===== src/rtl/iq_clock_phase_shifter_if.sv =====
// Run-control and clock-output bundle for iq_clock_phase_shifter.
// Defining IQ_DIFF_OUT_EN adds the complementary clock outputs.
interface iq_clock_phase_shifter_if;
  logic i_enable;
  logic i_swap_iq;
  logic o_clk_i;
  logic o_clk_q;
  logic o_running;
`ifdef IQ_DIFF_OUT_EN
  logic o_clk_i_n;
  logic o_clk_q_n;

  modport master (
    output i_enable, i_swap_iq,
    input  o_clk_i, o_clk_q, o_running, o_clk_i_n, o_clk_q_n
  );

  modport slave (
    input  i_enable, i_swap_iq,
    output o_clk_i, o_clk_q, o_running, o_clk_i_n, o_clk_q_n
  );
`else
  modport master (
    output i_enable, i_swap_iq,
    input  o_clk_i, o_clk_q, o_running
  );

  modport slave (
    input  i_enable, i_swap_iq,
    output o_clk_i, o_clk_q, o_running
  );
`endif
endinterface


===== src/rtl/iq_clock_phase_shifter.sv =====
// Quadrature (I/Q) clock generator: divides i_clk_2f by 2*HALF_PERIOD, Q lags I by 90 deg.
// Optional IQ_DIFF_OUT_EN adds gated complementary outputs o_clk_i_n / o_clk_q_n.
module iq_clock_phase_shifter #(
  parameter int HALF_PERIOD = 1,
  parameter int CNT_W       = 8
) (
  input logic                     i_clk_2f,
  input logic                     i_reset,
  iq_clock_phase_shifter_if.slave bus
);

  localparam int DLY   = HALF_PERIOD / 2;
  localparam int DLY_W = (DLY > 0) ? DLY : 1;
  localparam logic [CNT_W-1:0] CNT_LAST = CNT_W'(HALF_PERIOD - 1);

  typedef enum logic {
    ST_STOPPED = 1'b0,
    ST_RUNNING = 1'b1
  } state_t;

  state_t           state_q, state_d;
  logic [CNT_W-1:0] cnt_q, cnt_d;
  logic             i_q, i_d;
  logic             swap_q, swap_d;
  logic [DLY_W-1:0] dly_q, dly_d;
  logic             q_tap;
  logic             q_lag;
  logic             running;
  logic             q_out;

  // The start edge is itself an I toggle, so the counter restarts from 0 and
  // the first half-period is full length like every later one.
  always_comb begin
    state_d = state_q;
    cnt_d   = cnt_q;
    i_d     = i_q;
    swap_d  = swap_q;
    dly_d   = '0;
    case (state_q)
      ST_STOPPED: begin
        cnt_d = '0;
        i_d   = 1'b0;
        if (bus.i_enable) begin
          state_d = ST_RUNNING;
          i_d     = 1'b1;
        end else begin
          swap_d = bus.i_swap_iq;
        end
      end
      ST_RUNNING: begin
        if (!bus.i_enable) begin
          state_d = ST_STOPPED;
          i_d     = 1'b0;
          cnt_d   = '0;
        end else begin
          dly_d = DLY_W'({dly_q, i_q});
          if (cnt_q == CNT_LAST) begin
            i_d   = ~i_q;
            cnt_d = '0;
          end else begin
            cnt_d = cnt_q + CNT_W'(1);
          end
        end
      end
      default: state_d = ST_STOPPED;
    endcase
  end

  always_ff @(posedge i_clk_2f) begin
    if (i_reset) begin
      state_q <= ST_STOPPED;
      cnt_q   <= '0;
      i_q     <= 1'b0;
      swap_q  <= 1'b0;
      dly_q   <= '0;
    end else begin
      state_q <= state_d;
      cnt_q   <= cnt_d;
      i_q     <= i_d;
      swap_q  <= swap_d;
      dly_q   <= dly_d;
    end
  end

  assign q_tap = (DLY == 0) ? i_q : dly_q[DLY_W-1];

  // Odd half-periods need the extra half input cycle from a falling-edge stage.
  if (HALF_PERIOD % 2 == 1) begin : g_odd
    logic neg_q, neg_d;

    always_comb begin
      neg_d = q_tap;
    end

    always_ff @(negedge i_clk_2f) begin
      if (i_reset) neg_q <= 1'b0;
      else         neg_q <= neg_d;
    end

    assign q_lag = neg_q;
  end else begin : g_even
    assign q_lag = q_tap;
  end

  // Gating with running also hides the falling-edge stage in the half cycle after a stop.
  assign running       = (state_q == ST_RUNNING);
  assign q_out         = running & (q_lag ^ swap_q);
  assign bus.o_clk_i   = i_q;
  assign bus.o_clk_q   = q_out;
  assign bus.o_running = running;
`ifdef IQ_DIFF_OUT_EN
  assign bus.o_clk_i_n = running & ~i_q;
  assign bus.o_clk_q_n = running & ~q_out;
`endif

endmodule


===== src/flat_wrapper.sv =====
// flat-port wrapper written by rule: the top's interface ports become plain ports
module iq_clock_phase_shifter_flat 
#(
  parameter int HALF_PERIOD = 1,
  parameter int CNT_W       = 8
)
  (i_clk_2f, i_reset, bus_i_enable, bus_i_swap_iq, bus_o_clk_i, bus_o_clk_q, bus_o_running);
  iq_clock_phase_shifter_if bus_i ();
  input logic i_clk_2f;
  input logic i_reset;
  input wire logic [$bits(bus_i.i_enable)-1:0] bus_i_enable;
  input wire logic [$bits(bus_i.i_swap_iq)-1:0] bus_i_swap_iq;
  output wire logic [$bits(bus_i.o_clk_i)-1:0] bus_o_clk_i;
  output wire logic [$bits(bus_i.o_clk_q)-1:0] bus_o_clk_q;
  output wire logic [$bits(bus_i.o_running)-1:0] bus_o_running;
  assign bus_i.i_enable = bus_i_enable;
  assign bus_i.i_swap_iq = bus_i_swap_iq;
  assign bus_o_clk_i = bus_i.o_clk_i;
  assign bus_o_clk_q = bus_i.o_clk_q;
  assign bus_o_running = bus_i.o_running;
  iq_clock_phase_shifter #(.HALF_PERIOD(HALF_PERIOD), .CNT_W(CNT_W)) u_core (.i_clk_2f(i_clk_2f), .i_reset(i_reset), .bus(bus_i));
endmodule

===== config.mk =====
export PLATFORM = sky130hd
export DESIGN_NAME = iq_clock_phase_shifter_flat
export DESIGN_NICKNAME = d
export VERILOG_FILES = /design/src/rtl/iq_clock_phase_shifter_if.sv /design/src/rtl/iq_clock_phase_shifter.sv /design/src/flat_wrapper.sv
export SDC_FILE = /design/constraint.sdc
export NUM_CORES = 1
export LEC_CHECK = 0
export ABC_AREA = 1
export CAP_MARGIN = 25
export CORE_MARGIN = 2
export CORE_UTILIZATION = 46
export DETAILED_ROUTE_END_ITERATION = 10
export HOLD_SLACK_MARGIN = 0.03
export PLACE_DENSITY = 0.7
export RECOVER_POWER = 25
export SYNTH_ARGS = -nofsm -noshare
export SYNTH_HDL_FRONTEND = slang
export SYNTH_SLANG_ARGS = --single-unit

===== constraint.sdc =====
create_clock -name i_clk_2f -period 1 [get_ports i_clk_2f]
set_input_delay 0.15 -clock i_clk_2f [delete_from_list [all_inputs] [get_ports i_clk_2f]]
set_output_delay 0.15 -clock i_clk_2f [all_outputs]
set_load 0.005 [all_outputs]

==> summary.md, run 1 <==
| Metric | Value |
|---|---|
| Final Wtd Congestion | 0.816 |
| CP cell instances | nand2_1 -> nand2_1 -> nor2_1 -> buf_2 |
| Critical Path AT | around 1.4 ns |
| Synthesized instance count | 87 |
| Most frequent CP cell | nand2_1 |
| Met2 WL | 654 microns |
| Final worst clock skew | 0.0459 ns |
| Starting Density | 0.475 |
| Die H | about 40 microns |
| MaxCap Viol Count | 0 |
| Clock Path Buffers | 2 |
| VDD IR max | about 800 uV |
| Total Power | 902 uW |
| Yosys warnings | 0 |
| Global-route wire length before repair | 1850 microns |
| Vias | 556 |
| RSZ-0062 raised after global routing | true |
| Met1 wire length | between 500 and 600 microns |
| Yosys cell types | 17 |
| Synth Register Bits | 12 |
| CP delay by family, top | flip-flops |
| Clock-pin slew on the worst setup and hold paths | 0.09 ns |
| Final Hold Slack | 0.450 ns |
| Rel. slew slack | 0.873 |
| Ant diodes | 0 |
| Slowest stage delay, CP | 0.30 ns |
| Port bufs | 6 |
| I/O pins | 7 |
| Finish-stage setup viols | 11 |
| Routed WL | between 1000 and 1500 microns |
| PwrDens | 1060 nW/um^2 |
| CTS sink count | 12 |
| CP max-delay cell | dfxtp_2 |
| Syn Nets | 93 |
| Worst slew pin tran | 0.189 ns |
| WL per Instance | 10.5 microns |
| Crit Path Class | flop to primary output |
| Post-route DRC | 0 |
| Pleak | between 0.3 and 0.4 nW |
| Met3 wire len | 51 microns |
| Drt first-iter violations | 13 |
| Mapped cell area | approximately 600 sq um |
| CTS H-Tree Depth | 1 |
| Worst-Skew Late Latency | 0.33 ns |
| Mapped Avg Cell Area | 6.93 sq um |
| Startpoint Class | flop |
| Total track usage | 0.184 |
| Die width | 40.2 microns |
| Pre-antenna DRT Iters | 5 |
| Core region area | 1270 sq um |
| WP data required | 0.85 ns |
| R2R Path End | u_core.g_odd.neg_q$_SDFF_NP0_ |
| Vias in the first global route | 473 |
| Dpl ws | -0.616 ns |
| Min-Delay Path Class | input pin to flop |
| Top sig layer | met4 |
| Hold Startpoint | i_reset |
| Nets | 113 |
| Failing checks | negative setup slack |
| Gr ovfl total | 0 |
| Vias per cell | 4.60 |
| CTS Root Cell | clkbuf_4 |
| Antenna violations before repair | 0 |
| Die area | 1620 sq um |
| Cts bufs inserted | 3 |
| R2r worst-path depth | 3 |
| Status | finished, violations left |
| Largest net degree at the start of global routing | 9 |
| Post-Route Utilization | 0.673 |
| Hold EP | u_core.bus.o_running$_SDFF_PP0_ |
| Setup slack, reg-to-reg | -0.09 ns |
| CTS tree | done |
| Max Slew Vio Count | 0 |
| WP buf/inv | 1 |
| Detailed Place HPWL | 752 microns |
| CTS Hold Bufs | 0 |
| Area Overhead vs Synth | 41.5% |
| Final ANT Viol Nets | 0 |
| Core Rows | 13 |
| Layout cells sized above 1 | 0.434 |
| Setup WS post-layout | -0.559 ns |
| Crit-path max FO | 2 |
| Reg-to-reg startpoint | u_core.bus.o_clk_i$_SDFFE_PP0P_ |
| CP Capture Type | primary output |
| Hold Vio Cnt, Final | 0 |
| Hold depth | 2 |
| Sequential-to-total area share from yosys stat | 0.398 |
## metal layers
metal,vias up,track usage
met2,11,0.343
li1,293,-
met1,246,0.172
met3,6,0.0667
met4,0,0.100
met5,-,0
## kinds of logic after synthesis
group,share of synthesized area
AO/OA/AOI/OAI,0.0249
XOR/XNOR,0.0581
adder cells (fa/ha/maj),0.0415
buffers and inverters,0.0996
flip-flops,0.398
AND/OR/NAND/NOR,0.378
## registers in the layout, indices dropped and copies added, names as in the netlist
name and count:
u_core.cnt_q 8, u_core.bus.o_clk_i 1, u_core.bus.o_running 1, u_core.g_odd.neg_q 1, u_core.swap_q 1
## worst register-to-register path, cell delays in order, from the launching register on
cell	delay [ns]
dfxtp_2	0.34
buf_6	0.11
inv_2	0.04
nor2_1	0.03
## cells in the final DEF, fill, tap and decap left out, types with 2 or more instances in the layout
cell type and n:
nor2_1 15, nand2_1 14, inv_1 12, buf_4 8, nor2_2 7, nand2_2 5
dfxtp_2 5, dfxtp_1 5, nor2_4 3, xor2_1 3, clkbuf_4 3, inv_2 2
inv_4 2, nand2_4 2, nand3_1 2, ha_4 2, clkdlybuf4s50_1 2, clkbuf_2 2
dfxtp_4 2
## how the worst max path moves through the flow
stage | start | end | slack [ns] | cells past startpoint
final | u_core.g_odd.neg_q$_SDFF_NP0_ | bus_o_clk_q | -0.56 | 4
after global routing | u_core.g_odd.neg_q$_SDFF_NP0_ | bus_o_clk_q | -0.63 | 4
after CTS | u_core.g_odd.neg_q$_SDFF_NP0_ | bus_o_clk_q | -0.57 | 4
after detailed placement | u_core.g_odd.neg_q$_SDFF_NP0_ | bus_o_clk_q | -0.62 | 4
after global placement | u_core.g_odd.neg_q$_SDFF_NP0_ | bus_o_clk_q | -0.60 | 4
after floorplan | u_core.g_odd.neg_q$_SDFF_NP0_ | bus_o_clk_q | -0.13 | 3
## cell usage after synthesis
master | count | area, sq um
a21oi_1 | 1 | 5.00
dfxtp_1 | 12 | 240
ha_1 | 2 | 25.0
inv_1 | 16 | 60.1
nand2_1 | 19 | 71.3
nand2_2 | 1 | 6.26
nand2_4 | 1 | 11.3
nand3_1 | 2 | 10.0
nand3_2 | 1 | 10.0
nor2_1 | 21 | 78.8
nor2_2 | 2 | 12.5
nor2_4 | 2 | 22.5
nor3_1 | 1 | 5.00
o21ai_0 | 1 | 5.00
o21ai_1 | 1 | 5.00
xnor2_1 | 1 | 8.76
xor2_1 | 3 | 26.3
## cell type report
type	instances	area (sq um)
clock buffer	4	26.3
tap	15	18.8
timing repair buffer	15	116
clock inverter	1	3.75
fill	108	415
multi-input combinational	59	373
inverter	15	61.3
sequential	12	254
## per-stage QoR
stage	area, sq um	instances	TNS (ns)
after global routing	853	121	-1.87
after CTS	836	121	-0.982
final	853	121	-1.24
after detailed placement	743	115	-2.48
after global placement	743	115	-2.28
after floorplan	612	87	-0.133
## where the power goes
part / internal (mW) / switching, mW / total, mW
Sequential: 0.483 / 0.00602 / 0.489
Clock: 0.160 / 0.185 / 0.345
Combinational: 0.0396 / 0.0290 / 0.0686
## repair_timing
action,CTS,global route
gates resized for setup,22,15
buffers inserted,2,0
gates cloned,0,0
pin swaps,9,3
endpoints found under the hold margin,0,0
endpoints found under the setup margin,12,13
Power figures use the tool's default switching activity.
==> inputs of run 2 (changes only) <==
Settings changed: RECOVER_POWER 25 to unset.
==> summary.md, run 2 (synthesis results as in run 1) <==
| Metric | Value |
|---|---|
| I/O pins | 7 |
| Fin area | 853 sq um |
| Total track usage | 0.184 |
| Area Overhead vs Synth | 41.5% |
| Final Wtd Congestion | 0.816 |
| Final cell count without fillers | approximately 120 |
| Cts bufs inserted | 3 |
| Critical Path AT | between 1 and 1.5 ns |
| Detailed Place HPWL | 752 microns |
| Die H | 40.2 microns |
| Final worst clock skew | 0.0433 ns |
| Pleak | about 0.38 nW |
| CTS sink count | 12 |
| Port bufs | 6 |
| Final ANT Viol Nets | 0 |
| Ant diodes | 0 |
| Nets | 113 |
| Starting Density | 0.475 |
| CTS tree | done |
| Crit-path max FO | 2 |
| Vias per cell | 4.61 |
| Worst slew pin tran | 0.189 ns |
| Antenna violations before repair | 0 |
| Post-Route Utilization | 0.673 |
| Most frequent cells in the layout | nor2_1, nand2_1, inv_1, buf_4, nor2_2 |
| CTS H-Tree Depth | 1 |
| Worst-Skew Late Latency | ~0.32 ns |
| RSZ-0062 raised after global routing | true |
| Gr ovfl total | 0 |
| Largest net degree at the start of global routing | 9 |
| Setup WS post-layout | -0.556 ns |
| Startpoint Class | flop |
| Vias | 558 |
| Clock Path Buffers | 2 |
| Max reg flops | 8 |
| Total Power | 905 uW |
| Post-route DRC | 0 |
| Clock-pin slew on the worst setup and hold paths | 0.09 ns |
| Failing checks | negative setup slack |
| Core Rows | 13 |
| CP Capture Type | primary output |
| Drt first-iter violations | 17 |
| Status | finished, violations left |
| Hold Vio Cnt, Final | 0 |
| Rel. slew slack | 0.873 |
| Crit Path Class | flop to primary output |
| MaxCap Viol Count | 0 |
| Vias in the first global route | around 470 |
| WL per Instance | 10.7 microns |
| Finish-stage setup viols | 11 |
| Max Slew Vio Count | 0 |
| WP data required | 0.85 ns |
| Top reg by flops | u_core.cnt_q |
| Placed Instances | 115 |
| Min-Delay Path Class | input pin to flop |
| Post-DP Area | 743 sq um |
| CTS Root Cell | clkbuf_4 |
| Layout cells sized above 1 | 0.434 |
| Pre-antenna DRT Iters | 4 |
| PwrDens | 1060 nW/um^2 |
| Die area | 1620 sq um |
| Commonest non-fill, non-tap cell in the layout | nor2_1 |
| Routed WL | 1290 microns |
| Core region area | 1270 sq um |
| Global-route wire length before repair | about 1800 microns |
| VDD IR max | 799 uV |
| Die width | 40.2 microns |
run 2: final cells by class:
class	count	area, sq um
Sequential cell	12	254
Fill cell	108	415
Multi-Input combinational cell	59	373
Clock inverter	1	3.75
Inverter	15	61.3
Tap cell	15	18.8
Clock buffer	4	26.3
Timing Repair Buffer	15	116
run 2: power by group:
part           internal, mW  switching (mW)  leakage, nW  total [mW]
Clock                 0.160           0.187       0.0203       0.347
Combinational        0.0404          0.0294        0.258      0.0698
Sequential            0.483         0.00593        0.101       0.489
Total                 0.683           0.222        0.379       0.905
run 2: worst paths after layout:
path | startpoint | endpoint | slack (ns) | cells after the start
max | u_core.g_odd.neg_q$_SDFF_NP0_ | bus_o_clk_q | -0.56 | 4
min | i_reset | u_core.bus.o_running$_SDFF_PP0_ | 0.46 | 2
max reg2reg | u_core.bus.o_clk_i$_SDFFE_PP0P_ | u_core.g_odd.neg_q$_SDFF_NP0_ | -0.09 | 3
min reg2reg | u_core.cnt_q[0]$_SDFF_PP0_ | u_core.cnt_q[0]$_SDFF_PP0_ | 0.47 | 1
run 2: timing repair:
item | in CTS | in global routing
hold endpoints to repair | 0 | 0
hold buffers | 0 | 0
gates resized for setup | 22 | 15
pin swaps | 9 | 3
buffers inserted | 2 | 0
endpoints found under the setup margin | 12 | 13
run 2: metal layers:
metal / vias to the layer above / GRT usage / part of all wire
li1: 293 / - / -
met1: 248 / 0.172 / 0.41
met2: 13 / 0.343 / 0.52
met3: 4 / 0.0667 / 0.043
met4: 0 / 0.100 / 0.026
met5: - / 0 / 0
run 2: through the flow:
| stage | TNS, ns | hold slack (ns) | worst slack, ns |
|---|---|---|---|
| final | -1.27 | 0.456 | -0.556 |
| after global routing | -1.87 | 0.466 | -0.627 |
| after CTS | -0.982 | 0.452 | -0.571 |
| after detailed placement | -2.48 | 0.425 | -0.616 |
| after global placement | -2.28 | 0.424 | -0.596 |
| after floorplan | -0.133 | 0.222 | -0.133 |
run 2: critical path, stage by stage (launching register included):
cell and delay, ns:
dfxtp_2 0.30, nand2_1 0.05, nand2_1 0.04, nor2_1 0.07, buf_2 0.11
